==> config.mk <==
export PLATFORM = sky130hd
export DESIGN_NAME = if_stage
export DESIGN_NICKNAME = d
export VERILOG_FILES = /design/src/rtl/if_stage.sv
export SDC_FILE = /design/constraint.sdc
export NUM_CORES = 1
export LEC_CHECK = 0
export CAP_MARGIN = 10
export CORE_MARGIN = 1
export CORE_UTILIZATION = 38
export CTS_CLUSTER_DIAMETER = 80
export CTS_CLUSTER_SIZE = 25
export DETAILED_ROUTE_END_ITERATION = 8
export GPL_ROUTABILITY_DRIVEN = 1
export GPL_TIMING_DRIVEN = 0
export SYNTH_ARGS = -nofsm -noshare
export SYNTH_HDL_FRONTEND = slang
export SYNTH_SLANG_ARGS = --single-unit
==> constraint.sdc <==
create_clock -name clk -period 4 [get_ports clk]
set_input_delay 0.4 -clock clk [delete_from_list [all_inputs] [get_ports clk]]
set_output_delay 0.4 -clock clk [all_outputs]
set_load 0.02 [all_outputs]
==> src/rtl/if_stage.sv <==
// if_stage: instruction fetch with integrated IF/ID register.
//   Fetches one word at a time over a req/gnt/rvalid handshake (a single
//   request in flight), keeps one returned word in a buffer while decode is
//   stalled, and applies MIPS branch semantics: the delay slot is always
//   delivered, and fetch is redirected to the target afterwards.
// Ports:
//   clk, rst              clock; asynchronous active-low reset
//   stall_i               decode stall; holds IF/ID
//   branch_flag_i         taken branch for the instruction in IF/ID
//   branch_addr_i         branch target
//   next_is_delayslot_i   next delivered instruction is a delay slot
//   inst_req_o/addr_o     fetch request and address
//   inst_gnt_i            request accepted
//   inst_rvalid_i/rdata_i returned instruction
//   pc_o, inst_o, is_delayslot_o, id_valid_o   IF/ID register outputs
module if_stage #(
  parameter logic [31:0] RESET_PC = 32'hBFC0_0000,
  parameter logic [31:0] NOP_INST = 32'h0000_0000
) (
  input  logic        clk,
  input  logic        rst,
  input  logic        stall_i,
  input  logic        branch_flag_i,
  input  logic [31:0] branch_addr_i,
  input  logic        next_is_delayslot_i,
  output logic        inst_req_o,
  output logic [31:0] inst_addr_o,
  input  logic        inst_gnt_i,
  input  logic        inst_rvalid_i,
  input  logic [31:0] inst_rdata_i,
  output logic [31:0] pc_o,
  output logic [31:0] inst_o,
  output logic        is_delayslot_o,
  output logic        id_valid_o
);

  typedef enum logic [1:0] {IDLE, REQ, WAIT, HOLD} state_t;

  state_t      state;
  logic [31:0] fetch_pc;
  logic [31:0] req_pc;
  logic [31:0] buf_pc;
  logic [31:0] buf_inst;
  logic        redirect_pending;
  logic [31:0] target;

  logic        gnt_acc;
  logic        br_acc;
  logic [31:0] ds_pc;
  logic        redirect_now;
  logic        load_mem;
  logic        load_buf;

  assign gnt_acc  = (state == REQ) && inst_gnt_i;
  assign br_acc   = id_valid_o && !stall_i && branch_flag_i;
  assign ds_pc    = pc_o + 32'd4;
  // Delay slot not yet granted: it must still be fetched, so the redirect
  // is deferred until its grant.
  assign redirect_now = br_acc && (fetch_pc == ds_pc);
  assign load_mem = (state == WAIT) && inst_rvalid_i && !stall_i;
  assign load_buf = (state == HOLD) && !stall_i;

  assign inst_addr_o = fetch_pc;

  always_ff @(posedge clk or negedge rst) begin
    if (!rst) begin
      state            <= IDLE;
      inst_req_o       <= 1'b0;
      fetch_pc         <= RESET_PC;
      req_pc           <= RESET_PC;
      buf_pc           <= '0;
      buf_inst         <= NOP_INST;
      redirect_pending <= 1'b0;
      target           <= '0;
      pc_o             <= '0;
      inst_o           <= NOP_INST;
      is_delayslot_o   <= 1'b0;
      id_valid_o       <= 1'b0;
    end else begin
      // handshake FSM; responses outside WAIT are stale and dropped
      case (state)
        IDLE: begin
          state      <= REQ;
          inst_req_o <= 1'b1;
        end
        REQ: if (inst_gnt_i) begin
          state      <= WAIT;
          inst_req_o <= 1'b0;
          req_pc     <= fetch_pc;
        end
        WAIT: if (inst_rvalid_i) begin
          if (stall_i) begin
            state    <= HOLD;
            buf_pc   <= req_pc;
            buf_inst <= inst_rdata_i;
          end else begin
            state      <= REQ;
            inst_req_o <= 1'b1;
          end
        end
        HOLD: if (!stall_i) begin
          state      <= REQ;
          inst_req_o <= 1'b1;
        end
        default: begin
          state      <= IDLE;
          inst_req_o <= 1'b0;
        end
      endcase

      // next fetch address / deferred redirect
      if (gnt_acc) begin
        if (redirect_pending)  fetch_pc <= target;
        else if (redirect_now) fetch_pc <= branch_addr_i;
        else                   fetch_pc <= fetch_pc + 32'd4;
        redirect_pending <= 1'b0;
      end else if (redirect_now) begin
        redirect_pending <= 1'b1;
        target           <= branch_addr_i;
      end else if (br_acc) begin
        // delay slot already in flight or buffered
        fetch_pc <= branch_addr_i;
      end

      // IF/ID register; fresh data bypasses the buffer on stall release
      if (!stall_i) begin
        if (load_mem) begin
          pc_o           <= req_pc;
          inst_o         <= inst_rdata_i;
          is_delayslot_o <= next_is_delayslot_i;
          id_valid_o     <= 1'b1;
        end else if (load_buf) begin
          pc_o           <= buf_pc;
          inst_o         <= buf_inst;
          is_delayslot_o <= next_is_delayslot_i;
          id_valid_o     <= 1'b1;
        end else begin
          inst_o         <= NOP_INST;
          is_delayslot_o <= 1'b0;
          id_valid_o     <= 1'b0;
        end
      end
    end
  end

endmodule

# Yosys cells after proc, flatten, opt, wreduce, memory -nomap -nowiden
# Index checks and enable logic that the tools add are counted.
[word_totals] ff_bits=230 out_inout_bits=99 elab_cells=67 in_bits=71
[classes] muxes=24 bitwise=2 n_eq_ne=8 n_reduce_logical=19 add_sub_neg=2
[ops] operator="$mux 32" count=9
[ops] operator="$add 32x3->32 const B" count=2
[ops] operator="$eq 32x32->1" count=1
[ops] operator="$reduce_and 2->1" count=5
[ops] operator="$mux 1" count=9
[ops] operator="$mux 2" count=4
[ops] operator="$ne 2x2->1 const B" count=4
[ops] operator="$pmux 2 s4" count=1
[ops] operator="$logic_and 1x1->1" count=7
[ops] operator="$reduce_and 3->1" count=2
[ops] operator="$reduce_bool 2->1" count=3
[ops] operator="$eq 2x2->1 const B" count=2
[ops] operator="$pmux 1 s4" count=1
[ops] operator="$eq 2x1->1 const B" count=1
[ops] operator="$logic_not 2->1" count=1
[ops] operator="$not 1->1" count=2
[ops] operator="$logic_not 1->1" count=1

# Logic depth before layout (Yosys ltp)
[depth] ltp_word=7 mapped_depth=14 mapped_depth_nobuf=10

# Least setup slack after synthesis
# Ideal clock, no wire load.
[synth_timing] path_type="reg-to-reg" startpoint="register pc_o[2]" endpoint="register fetch_pc[0], in the netlist inst_addr_o[0]" t_required_ns=3.889 setup_slack_ns=0.564 setup_time_ns=0.111 stages_incl_launch_ff=12 arrival_time_ns=3.325 synth_period_minus_slack_ns=3.436 n_path_buf=1 cell_sequence="dfrtp_1 > ha_1 > and3_1 > nand3_1 > nor3_1 > nand3_1 > mux2i_1 > or4_1 > buf_4 > nor2_8 > mux2_2 > a2111oi_2"
[synth_between] elab_chain_len=6 elab_cells_between_ends=8 cone_classes="add/sub (1); eq/ne (2); mux (3); reduce/logical (2)"
[synth_lines] element="start: declaration" line_no="31" text="output logic [31:0] pc_o,"
[synth_lines] element="start signal: assignment" line_no="128" text="pc_o <= req_pc;"
[synth_lines] element="start signal: assignment" line_no="133" text="pc_o <= buf_pc;"
[synth_lines] element="$add 32x3->32 *" line_no="56" text="assign ds_pc = pc_o + 32'd4;"
[synth_lines] element="$eq 32x32->1 *" line_no="59" text="assign redirect_now = br_acc && (fetch_pc == ds_pc);"
[synth_lines] element="$logic_and 1x1->1 *" line_no="59"
[synth_lines] element="$mux 32" line_no="114" text="else if (redirect_now) fetch_pc <= branch_addr_i;"
[synth_lines] element="$mux 32" line_no="113" text="if (redirect_pending) fetch_pc <= target;"
[synth_lines] element="$mux 32" line_no="112" text="if (gnt_acc) begin"
[synth_lines] element="end signal: assignment" line_no="113"
[synth_lines] element="end signal: assignment" line_no="114"
[synth_lines] element="end signal: assignment" line_no="115" text="else fetch_pc <= fetch_pc + 32'd4;"
[synth_lines] element="end: declaration" line_no="40" text="logic [31:0] fetch_pc;"
# Mark *: on every way between the ends. The rest lies on a longest branch, timed or not.
# A chain may end at the register's enable or synchronous reset.

# Final worst setup path
# Ends and elaborated chain as after synthesis.

==> impl_results.md <==
- Status: completed
- Worst r2r path cells: 11
- Worst relative slew slack: a little over two fifths
- Sequential Power Share: about 40%
- Total Wirelength: ~39,000 um
- Clock power share: between 10% and 20%
- Drt pass-1 iters: 6
- Comb pwr share: a little over two fifths
- Mean post-synth cell area: around 9.5 um2
- Clk_skew: between 0.02 and 0.025 ns
- Total clock sinks: 230
- Post-synth EDFFs: 0
- Synthesized instance count: about 1,300
- Largest net degree at the start of global routing: between 100 and 150
- Switching share of power: around two fifths
- Vias: 10,727
- Initial antenna violation count: 0
- Peak supply drop: roughly 320 uV
- CTS H-tree depth: 1
- Clock buffer depth: 3
- CP Launch Type: register
- Root Driver: clkbuf_16
- CTS Buf Count: 15
- Reg2reg start: pc_o[2]
- Die ar.: 33,200 um2
- Fin worst setup slack: approximately 0.21 ns
- Number of global-route vias before repair: roughly 10,000
- R2R Path End: inst_addr_o[0]
- Post-route ant nets: 0
- Worst Setup Path Type: reg2reg
- Buffers on Ports: ~170
- Post-DR vias/cell: approximately 5.6
- Max Fclk: ~0.26 GHz
- Fin crit period: between 3 and 4 ns
- R2r setup slk: ~0.21 ns
- Setup Viol. Count Final: 0
- Syn Nets: between 1,000 and 1,500
- Worst EP arrival: roughly 4.2 ns
- Routability Congestion: approximately 0.89
- DRC viols: 0
- Core box area: between 30,000 and 40,000 um2
- Area grow syn2layout: 22.8%
- Worst-path maximum fanout: 10
- Post-synth top flop: dfrtp_1
- Post-synthesis sequential area ratio: around 47%
- Number of max-cap violations: 0
- Final hold violation count: 0
- Ys async rst share: 100%
- Clock latency on the worst-skew pair: 0.52 ns
- DP HPWL: 27,700 um
- Slew @ Worst Pin: ~0.83 ns
- CTS tree: done
- Layout cells sized above 1: between 10% and 20%
- First-pass GRT wire length: between 60,000 and 70,000 um
- Clk slew on worst S/H paths: about 0.1 ns
- Gr usage total: a little under a quarter
- Pwr Density: about 650 nW/um2
- Iteration-0 DRC Markers: between 900 and 1,000
- Switching Power: 4.06 mW
- DP Cell Count: ~1,900
- Mapped Area: 12,300 um2
- Final nets: between 1,500 and 2,000
- Avg WL per Cell: slightly above 20 um
- Hold Path Class: in2async
- Required @ worst endpoint: around 4.4 ns
- Int Power: roughly 5.8 mW
- Top Ports: 170
- Non-Filler Instances: approximately 1,900
- Setup WS pre-CTS: -0.391 ns
- Starting Density: approximately two fifths
- Slew Limit Fails: 0
- Critical path endpoint category: register
- # diodes: 0
- Yosys reg bits: 230
- Total overflow reported by the global router: 0
- Unique masters post-synth: 65
- Part of the cycle the worst path needs: 94.7%
- Synthesis Warnings: 0
- Leakage: around 6.3 nW
- Site Rows: 65
- Die W: 182 um
- DIE HEIGHT: between 150 and 200 um
- Fillcell total: a little over 3,000
[critical path: stages (launching register included)]
cell       delay [ns]
dfrtp_2          0.45
ha_1             0.25
and3_1           0.30
nand3_2          0.23
nor4_2           0.34
xnor2_1          0.19
o2111ai_1        0.22
or4_1            0.54
buf_4            0.21
nor2_8           0.20
mux2_2           0.39
a2111oi_2        0.35
[placed cells by master (no fill, tap or decap), types with 16 or more instances in the layout]
cell type,n
a211oi_1,71
a21oi_1,52
a22oi_1,32
and3_1,48
buf_2,16
clkbuf_1,84
clkdlybuf4s50_1,167
dfrtp_1,210
dfstp_2,18
mux2_1,30
mux2_2,68
nand2_1,227
nand3_1,31
nor2_1,48
nor2b_1,25
nor4_1,37
o21ai_0,87
xnor2_1,31
xor2_1,34
[cell usage after synthesis, types with 34 or more instances]
cell      instances  share of area, %
nor4_1           39               2.0
xor2_1           34               2.4
a21oi_1          52               2.1
dfrtp_1         212                43
nor2_1           48               1.5
and3_1           48               2.4
o21ai_0          87               3.5
clkbuf_1         83               2.5
a211oi_1         71               4.3
nand2_1         227               6.9
mux2_2           68               6.2
[state kept, by name (all words and copies together), names as in the netlist, 2 cells and up]
register     count
pc_o            32
inst_o          32
inst_addr_o     32
state            2
req_pc          32
buf_pc          32
buf_inst        32
target          32
[what timing repair did]
item / 4_1_cts / 5_1_grt
endpoints found under the setup margin: 20 / 59
buffers inserted: 0 / 1
gates resized for setup: 2 / 7
endpoints found under the hold margin: 18 / 0
pin swaps: 0 / 1
hold buffers: 1 / 0
[routing by layer]
| metal | vias to the layer above | wire [um] | part of all wire, % | global-route usage, % |
|---|---|---|---|---|
| li1 | 5022 | - | - | - |
| met1 | 5342 | 18100 | 47 | 34.5 |
| met2 | 328 | 17300 | 45 | 36.2 |
| met3 | 35 | 2410 | 6.2 | 3.03 |
| met4 | 0 | 697 | 1.8 | 5.65 |
| met5 | - | 0 | 0 | 0 |
[power by group through the flow]
stage | logic (mW) | clock network (mW) | registers (mW)
finish | 4.16 | 1.73 | 3.98
global route | 4.55 | 1.86 | 4.10
CTS | 4.16 | 1.78 | 3.97
global placement | 4.06 | 0 | 3.99
detailed placement | 4.13 | 0 | 4.01
floorplan | 2.24 | 0 | 4.14
[worst max path at each step]
stage | to | slack (ns) | cells after the start | from
3_5_place_dp | inst_addr_o[10] | -0.39 | 11 | branch_flag_i
4_1_cts | inst_addr_o[1] | 0.10 | 11 | pc_o[2]
6_report | inst_addr_o[0] | 0.21 | 11 | pc_o[2]
3_3_place_gp | inst_addr_o[13] | -7.51 | 1 | rst
5_1_grt | inst_addr_o[0] | -0.01 | 11 | pc_o[2]
2_1_floorplan | inst_addr_o[0] | 0.56 | 11 | pc_o[2]
[cells by family (layout without fill, tap and decap cells)]
logic type,Yosys count,after routing,share of synthesized area (%)
compound gates,276,276,14.3
xor+xnor,65,65,4.61
fa+ha+maj,5,5,0.507
buf+inv,130,328,4.43
flops,230,230,46.8
mux,101,101,9.19
simple gates,498,498,20.1
[stage by stage]
step	power, mW	util, %	hold WS [ns]	instance area (um2)	TNS, ns
after floorplan	6.38	-	0.104	12300	0
final	9.88	47.8	0.299	15200	0
after detailed placement	8.14	46.0	0.246	14600	-9.11
after CTS	9.91	47.7	0.284	15100	0
after global placement	8.06	45.8	0.457	14500	-1676.12
after global routing	10.5	47.8	0.297	15200	-0.0112
[layout make-up]
type | instances | area, um2 | share of cell area [%]
tap | 402 | 503 | 3.32
multi-input combinational | 945 | 6060 | 40.0
clock buffer | 17 | 393 | 2.59
timing repair buffer | 172 | 1760 | 11.6
inverter | 15 | 56.3 | 0.372
sequential | 230 | 5780 | 38.1
buffer | 115 | 490 | 3.24
clock inverter | 9 | 116 | 0.768
No activity file was read; power rests on OpenSTA's default activity.
